File: src/rtl/fnd_scan_ctrl_if.sv
// Display bus for fnd_scan_ctrl: packed BCD/dp requests in, scanned common/segment drive out.
interface fnd_scan_ctrl_if #(
   parameter int unsigned DIGITS = 4
);
   logic [4*DIGITS-1:0] bcd_in;
   logic [DIGITS-1:0]   dp_in;
   logic [DIGITS-1:0]   fnd_com;
   logic [7:0]          fnd_data;
   logic                frame_done;

   modport master (
      output bcd_in, dp_in,
      input  fnd_com, fnd_data, frame_done
   );

   modport slave (
      input  bcd_in, dp_in,
      output fnd_com, fnd_data, frame_done
   );
endinterface

File: src/rtl/fnd_scan_ctrl.sv
// Multiplexed 7-segment scan controller with per-frame input snapshot (tear-free).
// Optional leading-zero blanking enabled by defining FND_LEADING_ZERO_BLANK_EN.
module fnd_scan_ctrl #(
   parameter int unsigned DIGITS  = 4,
   parameter int unsigned CLK_DIV = 100000
) (
   input  logic               clk,
   input  logic               rst_n,
   fnd_scan_ctrl_if.slave     bus
);
   localparam int unsigned CNT_W = (CLK_DIV > 1) ? $clog2(CLK_DIV) : 1;
   localparam int unsigned IDX_W = (DIGITS > 1) ? $clog2(DIGITS) : 1;
   localparam int unsigned BCD_W = 4 * DIGITS;

   logic [CNT_W-1:0]  prescale_q, prescale_nxt;
   logic [IDX_W-1:0]  index_q, index_nxt;
   logic [BCD_W-1:0]  shadow_bcd_q;
   logic [DIGITS-1:0] shadow_dp_q;
   logic              upd_q;
   logic              frame_done_q;
   logic [DIGITS-1:0] fnd_com_q, com_nxt;
   logic [7:0]        fnd_data_q, data_nxt;
   logic              tick_c, wrap_c;
   logic [3:0]        cur_digit_c;
   logic              cur_dp_c;
   logic              cur_blank_c;

   // Active-low hex decode, bit order g..a.
   function automatic logic [6:0] seg7(input logic [3:0] v);
      logic [6:0] s;
      s = 7'h7F;
      case (v)
         4'h0: s = 7'h40;
         4'h1: s = 7'h79;
         4'h2: s = 7'h24;
         4'h3: s = 7'h30;
         4'h4: s = 7'h19;
         4'h5: s = 7'h12;
         4'h6: s = 7'h02;
         4'h7: s = 7'h78;
         4'h8: s = 7'h00;
         4'h9: s = 7'h10;
         4'hA: s = 7'h08;
         4'hB: s = 7'h03;
         4'hC: s = 7'h46;
         4'hD: s = 7'h21;
         4'hE: s = 7'h06;
         4'hF: s = 7'h0E;
         default: s = 7'h7F;
      endcase
      return s;
   endfunction

   // Prescaler, digit index and snapshot decision.
   always_comb begin
      tick_c       = (prescale_q == CNT_W'(CLK_DIV - 1));
      wrap_c       = tick_c && (index_q == IDX_W'(DIGITS - 1));
      prescale_nxt = tick_c ? '0 : prescale_q + CNT_W'(1);
      index_nxt    = index_q;
      if (tick_c) begin
         index_nxt = wrap_c ? '0 : index_q + IDX_W'(1);
      end
   end

   // Select the currently scanned digit from the shadow copy.
   always_comb begin
      cur_digit_c = 4'h0;
      cur_dp_c    = 1'b0;
      for (int k = 0; k < int'(DIGITS); k++) begin
         if (index_q == IDX_W'(k)) begin
            cur_digit_c = shadow_bcd_q[4*k +: 4];
            cur_dp_c    = shadow_dp_q[k];
         end
      end
   end

`ifdef FND_LEADING_ZERO_BLANK_EN
   logic [DIGITS-1:0] blank_c;

   // A digit blanks when it and every higher digit are zero; digit 0 never blanks.
   always_comb begin
      logic all_zero;
      all_zero = 1'b1;
      blank_c  = '0;
      for (int k = int'(DIGITS) - 1; k >= 1; k--) begin
         all_zero   = all_zero & (shadow_bcd_q[4*k +: 4] == 4'h0);
         blank_c[k] = all_zero;
      end
   end

   always_comb begin
      cur_blank_c = 1'b0;
      for (int k = 0; k < int'(DIGITS); k++) begin
         if (index_q == IDX_W'(k)) cur_blank_c = blank_c[k];
      end
   end
`else
   always_comb begin
      cur_blank_c = 1'b0;
   end
`endif

   // Next output drive for the current index and shadow contents.
   always_comb begin
      com_nxt  = ~(DIGITS'(1) << index_q);
      data_nxt = {~cur_dp_c, cur_blank_c ? 7'h7F : seg7(cur_digit_c)};
   end

   always_ff @(posedge clk or negedge rst_n) begin
      if (!rst_n) begin
         prescale_q   <= '0;
         index_q      <= IDX_W'(DIGITS - 1);
         shadow_bcd_q <= '0;
         shadow_dp_q  <= '0;
         upd_q        <= 1'b0;
         frame_done_q <= 1'b0;
         fnd_com_q    <= '1;
         fnd_data_q   <= 8'hFF;
      end else begin
         prescale_q   <= prescale_nxt;
         index_q      <= index_nxt;
         upd_q        <= tick_c;
         frame_done_q <= wrap_c;
         if (wrap_c) begin
            shadow_bcd_q <= bus.bcd_in;
            shadow_dp_q  <= bus.dp_in;
         end
         // Outputs follow one cycle after the tick so they see the new index/shadow.
         if (upd_q) begin
            fnd_com_q  <= com_nxt;
            fnd_data_q <= data_nxt;
         end
      end
   end

   assign bus.fnd_com    = fnd_com_q;
   assign bus.fnd_data   = fnd_data_q;
   assign bus.frame_done = frame_done_q;

endmodule

File: src/flat_wrapper.sv
// flat-port wrapper written by rule: the top's interface ports become plain ports
module fnd_scan_ctrl_flat 
#(
   parameter int unsigned DIGITS  = 4,
   parameter int unsigned CLK_DIV = 100000
)
  (clk, rst_n, bus_bcd_in, bus_dp_in, bus_fnd_com, bus_fnd_data, bus_frame_done);
  fnd_scan_ctrl_if #(.DIGITS(DIGITS)) bus_i ();
  input  logic clk;
  input  logic rst_n;
  input wire logic [$bits(bus_i.bcd_in)-1:0] bus_bcd_in;
  input wire logic [$bits(bus_i.dp_in)-1:0] bus_dp_in;
  output wire logic [$bits(bus_i.fnd_com)-1:0] bus_fnd_com;
  output wire logic [$bits(bus_i.fnd_data)-1:0] bus_fnd_data;
  output wire logic [$bits(bus_i.frame_done)-1:0] bus_frame_done;
  assign bus_i.bcd_in = bus_bcd_in;
  assign bus_i.dp_in = bus_dp_in;
  assign bus_fnd_com = bus_i.fnd_com;
  assign bus_fnd_data = bus_i.fnd_data;
  assign bus_frame_done = bus_i.frame_done;
  fnd_scan_ctrl #(.DIGITS(DIGITS), .CLK_DIV(CLK_DIV)) u_core (.clk(clk), .rst_n(rst_n), .bus(bus_i));
endmodule
File: config.mk
export PLATFORM = sky130hd
export DESIGN_NAME = fnd_scan_ctrl_flat
export DESIGN_NICKNAME = d
export VERILOG_FILES = /design/src/rtl/fnd_scan_ctrl_if.sv /design/src/rtl/fnd_scan_ctrl.sv /design/src/flat_wrapper.sv
export SDC_FILE = /design/constraint.sdc
export NUM_CORES = 1
export LEC_CHECK = 0
export ABC_AREA = 1
export BUFFER_PORTS_ARGS = -buffer_cell sky130_fd_sc_hd__buf_2
export CAP_MARGIN = 10
export CORE_UTILIZATION = 30
export DETAILED_ROUTE_END_ITERATION = 12
export PLACE_DENSITY = 0.53
export SLEW_MARGIN = 30
export SYNTH_ARGS = -nofsm -noshare
export SYNTH_HDL_FRONTEND = slang
export SYNTH_SLANG_ARGS = --single-unit
File: constraint.sdc
create_clock -name clk -period 3.5 [get_ports clk]
set_input_delay 0.525 -clock clk [delete_from_list [all_inputs] [get_ports clk]]
set_output_delay 0.525 -clock clk [all_outputs]
set_load 0.05 [all_outputs]
# After elaboration in Yosys (flattened, before gate mapping)
# Memories as Yosys holds them, arrays and structs flattened. A register that Yosys moved wholly into a read port is not among the register bits.
# Cells that the tools add are included.
# W data, S select, Z words.
[totals] register_bits=53 latchBits=0 ram_bits=0 rom_bits=112 input_bits=22 out_inout_bits=13 wordCells=31 n_memories=1
[op_classes] addsub=2 multipliers=0 n_div=0 order_cmp=0 eq_ne=4 shifts=1 mux=10 n_bitwise=2 n_reduce_logical=3
[mem_list] name="(no name shown)" words=16 width=7 rd=1 rd_ports_with_merged_regs=1 write_ports=0 line="fnd_scan_ctrl.sv:32" source="case (v)"
[op_table] op="$add A17 B1 Y17 const B" n=1
[op_table] op="$eq A17 B17 Y1 const B" n=1
[op_table] op="$mux W17" n=1
[op_table] op="$mux W4" n=4
[op_table] op="$eq A2 B2 Y1 const B" n=2
[op_table] op="$mux W1" n=4
[op_table] op="$not A4 Y4" n=1
[op_table] op="$shl A1 B2 Y4 const A" n=1
[op_table] op="$add A2 B1 Y2 const B" n=1
[op_table] op="$eq A2 B1 Y1 const B" n=1
[op_table] op="$logic_not A2 Y1" n=1
[op_table] op="$mux W2" n=1
[op_table] op="$logic_and A1 B1 Y1" n=1
[op_table] op="$logic_not A1 Y1" n=1
[op_table] op="$not A1 Y1" n=1

# Depth between registers and ports, before layout
[logic_depth] depth_word=6 ltp_mapped=15 ltp_nobuf=15

# Worst setup path after synthesis
# Ideal clock, no wire load.
[synth_timing] path_type="reg2reg" start="reg u_core.index_q[0]" end="reg u_core.fnd_data_q[1], in the netlist u_core.bus.fnd_data[1]" setup_time_ns=0.061 arrival_time_ns=1.897 required_time_ns=3.439 slack_ns=1.543 stages_incl_launch_ff=12 path_buffers=0 period_less_slack_ns=1.957 path_cell_list="dfstp_2 -> inv_1 -> ha_1 -> inv_1 -> nand3_1 -> nand2_1 -> o21ai_0 -> ha_1 -> nand3_1 -> a21oi_1 -> nand2_1 -> nand2_1"
[synth_between] elab_chain_len=5 elab_cells_between_ends=8 cone_classes="eq/ne (3); mux (4); reduce/logical (1)"
[synth_lines] item="from (decl)" line="fnd_scan_ctrl.sv:16" source="logic [IDX_W-1:0] index_q, index_nxt;"
[synth_lines] item="from (signal assigned)" line="fnd_scan_ctrl.sv:112" source="index_q <= IDX_W'(DIGITS - 1);"
[synth_lines] item="from (signal assigned)" line="fnd_scan_ctrl.sv:121" source="index_q <= index_nxt;"
[synth_lines] item="$logic_not A2 Y1" line="fnd_scan_ctrl.sv:70" source="if (index_q == IDX_W'(k)) begin"
[synth_lines] item="$mux W4 (3 in a row)" line="fnd_scan_ctrl.sv:70"
[synth_lines] item="$mux W4 *" line="fnd_scan_ctrl.sv:70"
[synth_lines] item="to (decl)" line="fnd_scan_ctrl.sv:22" source="logic [7:0] fnd_data_q, data_nxt;"
# Every way passes the cells marked *; elsewhere a longest branch is shown, timed or not.
# A chain may end at the register's enable or synchronous reset.

# Worst setup path in the final report
[layout_timing] start="reg u_core.index_q[0]" end="reg u_core.fnd_data_q[3], in the netlist u_core.bus.fnd_data[3]"
# The elaborated chain is that of the path after synthesis.

==> impl_metrics.toml <==
[status]
outcome = "completed"

[power_and_ir_drop]
p_leak_nw = 1.653
peakVddDrop_uv = 149.3
cellPowerDensity_nw_per_um2 = 314.6

[detailed_routing]
highest_layer = "met4"
wl_met2_mm = 2.882
drt_iter0_drc = 79
ant_nets = 0
num_vias = 2297
routed_wl_mm = 6.074
wl_per_cell_um = 11.73
vias_per_cell = 4.434
wl_met1_mm = 2.903
met3_length_um = 217
dr.pass1.iters = 4
drc = 0

[synthesis]
syn_area_per_cell_um2 = 8.374
synth_most_common_cell = "nand2_1"
yosysWarnings = 0
synthArstFlopShare = 1.000
synth_compound_gate_area_share = 0.1237
yosys-top-cells-count = "nand2_1, inv_1, dfrtp_1"
synthTopCellsByArea = "dfrtp_1, dfstp_2, nand2_1"
synth_top_family_by_area = "simple AND/OR/NAND/NOR gates"
synth_seq_cells = 53
yosysSeqAreaShare = 0.4520
synth.net_count = 388
syn-cell-area_um2 = 2973
netlist_instances = 355
synth_fa_ha_area_frac = 0.04630
yosysTopAreaCellShare = 0.3283
yosys.area_share.simple = 0.2618
synth_edf_count = 0
synth_cell_type_count = 30
synth.area.mux_share = 0
synth_flop_cell = "dfrtp_1"
synth_xor_xnor_area_share = 0.01473
synth_top_area_cell = "dfrtp_1"

[worst_setup_path]
cp_max_fo = 11
crit_required_ns = 3.76
endpoint_kind = "flop"
arrival_ns = 2.62
r2r_cells = 9
worstReg2RegStart = "u_core.index_q[0]"
reg2reg_slack_ns = 1.13
r2r-end = "u_core.bus.fnd_data[3]"
start_kind = "flop"
critPathKind = "flop to flop"

[sta]
drv_slew = 0
fin_crit_ns = 2.368
period_share = 0.6767
setup_viol = 0
final-hold-violation-count = 0
max_slew_margin = 0.5311
worst_pin_slew_ns = 0.7033
finalClockSkew_ns = 0.006738
setup_tns_ns = 0
fmax_mhz = 422.2
rsz0062_at_grt = "false"

[placed_design]
gp_routability_congestion = 0.8569
place_hpwl_mm = 4.436
io_buffers = 34

[finish]
utilization = 0.3526
syn2layout_area_growth_pct = 11.66
diodes = 0
nets = 421
nFillCells = 1001
drive_gt1_frac = 0.2956

[die]
pin_count = 35
num_rows = 35
die_area_um2 = 10310
die_w_um = 101.5
start_util = 0.3157
chipHeight_um = 101.5
core_um2 = 9415

[clock_network]
clock-sinks = 53
cts_buffers = 5
ctsResizeCount = 0
cts_tree = "yes"
post-cts-setup-buffers = 0
ctsHoldBuffers = 0
clockBufferDepth = 2
cts_root_buf = "clkbuf_8"
cts-htree-levels = 2
clk_pin_slew_ns = 0.10
insertion_delay_ns = 0.30

[run]
cap_violations = 0

[worst_hold_path]
hp-class = "primary input to asynchronous set/reset pin"

[global_route]
grt_max_degree = 41
antenna_found_initial = 0
grt_overflow_total = 0
grt_usage = 0.1320
grt_pass1_wl_mm = 10.70
grt_pass1_vias = 2332
[layer usage]
layer  vias to the layer above  GRT usage
li1                       1187          -
met1                      1064     0.1629
met2                        38     0.2328
met3                         8    0.02622
met4                         0    0.03679
met5                         -          0
[report_power, final]
group,internal (mW),total [mW],switching [mW]
Sequential,0.625,0.631,0.00656
Clock,0.139,0.341,0.201
Combinational,0.0270,0.0724,0.0453
[per-stage QoR]
stage | setup WS, ns | std cells | cell area [um^2] | power, mW | hold slack [ns]
3_3_place_gp | 1.228 | 510 | 3237 | 0.7169 | 0.4472
6_report | 1.132 | 518 | 3319 | 1.044 | 0.2523
4_1_cts | 1.144 | 518 | 3319 | 1.062 | 0.2856
5_1_grt | 0.8521 | 518 | 3319 | 1.088 | 0.3138
2_1_floorplan | 1.543 | 355 | 2973 | 0.6789 | 0.2294
3_5_place_dp | 1.162 | 510 | 3237 | 0.7166 | 0.4553
[worst max-delay path: stages, from the launching register on]
cell     delay (ns)
dfstp_2        0.58
ha_1           0.44
inv_1          0.18
o21ai_0        0.44
ha_1           0.31
nand3_1        0.11
nand3_1        0.09
nand2_1        0.07
nand2_1        0.05
nand2_1        0.06
[how the worst max path moves through the flow]
| stage | startpoint | endpoint | slack (ns) | cells after the start |
|---|---|---|---|---|
| finish | u_core.index_q[0] | u_core.bus.fnd_data[3] | 1.13 | 9 |
| global route | u_core.index_q[0] | u_core.bus.fnd_data[0] | 0.85 | 10 |
| CTS | u_core.index_q[0] | u_core.bus.fnd_data[0] | 1.14 | 10 |
| detailed placement | u_core.index_q[0] | u_core.bus.fnd_data[3] | 1.16 | 9 |
| global placement | u_core.index_q[0] | u_core.bus.fnd_data[0] | 1.23 | 10 |
| floorplan | u_core.index_q[0] | u_core.bus.fnd_data[1] | 1.54 | 11 |
[kinds of logic (layout without fill, tap and decap cells)]
kind of cell | count (synthesis) | after routing
and+or+nand+nor | 162 | 162
buffers and inverters | 68 | 102
AOI/OAI and AO/OA | 56 | 56
DFF | 53 | 53
adders and majority gates | 11 | 11
xor gates and xnor gates | 5 | 5
[final cells by class]
| type | count | area, um^2 | area share |
|---|---|---|---|
| flip-flops and latches | 53 | 1344 | 0.4048 |
| well taps | 129 | 161.4 | 0.04862 |
| multi-input cells | 234 | 1328 | 0.3999 |
| inverters | 59 | 226.5 | 0.06822 |
| clock buffers | 6 | 72.57 | 0.02186 |
| clock inverters | 2 | 10.01 | 0.003015 |
| repair buffers | 35 | 177.7 | 0.05352 |
[cells in the final DEF, fill, tap and decap left out, types with 2 or more instances in the layout]
| cell | n |
|---|---|
| a21oi_1 | 14 |
| a21oi_2 | 21 |
| buf_2 | 34 |
| clkbuf_8 | 5 |
| clkinv_2 | 2 |
| dfrtp_1 | 39 |
| dfstp_2 | 14 |
| ha_1 | 11 |
| inv_1 | 53 |
| inv_2 | 4 |
| nand2_1 | 75 |
| nand2_2 | 4 |
| nand2_4 | 2 |
| nand3_1 | 23 |
| nand4_1 | 9 |
| nor2_1 | 16 |
| nor2_2 | 23 |
| nor2_4 | 2 |
| nor3_1 | 4 |
| nor4_1 | 2 |
| o21ai_0 | 15 |
| o21ai_1 | 3 |
| xor2_1 | 5 |
[sequential cells by signal, indices dropped and copies added (netlist names)]
| name | flops |
|---|---|
| u_core.bus.fnd_data | 8 |
| u_core.shadow_bcd_q | 16 |
| u_core.bus.fnd_com | 4 |
| u_core.bus.frame_done | 1 |
| u_core.shadow_dp_q | 4 |
| u_core.index_q | 2 |
| u_core.upd_q | 1 |
| u_core.prescale_q | 17 |
No activity file was read; power rests on OpenSTA's default activity.
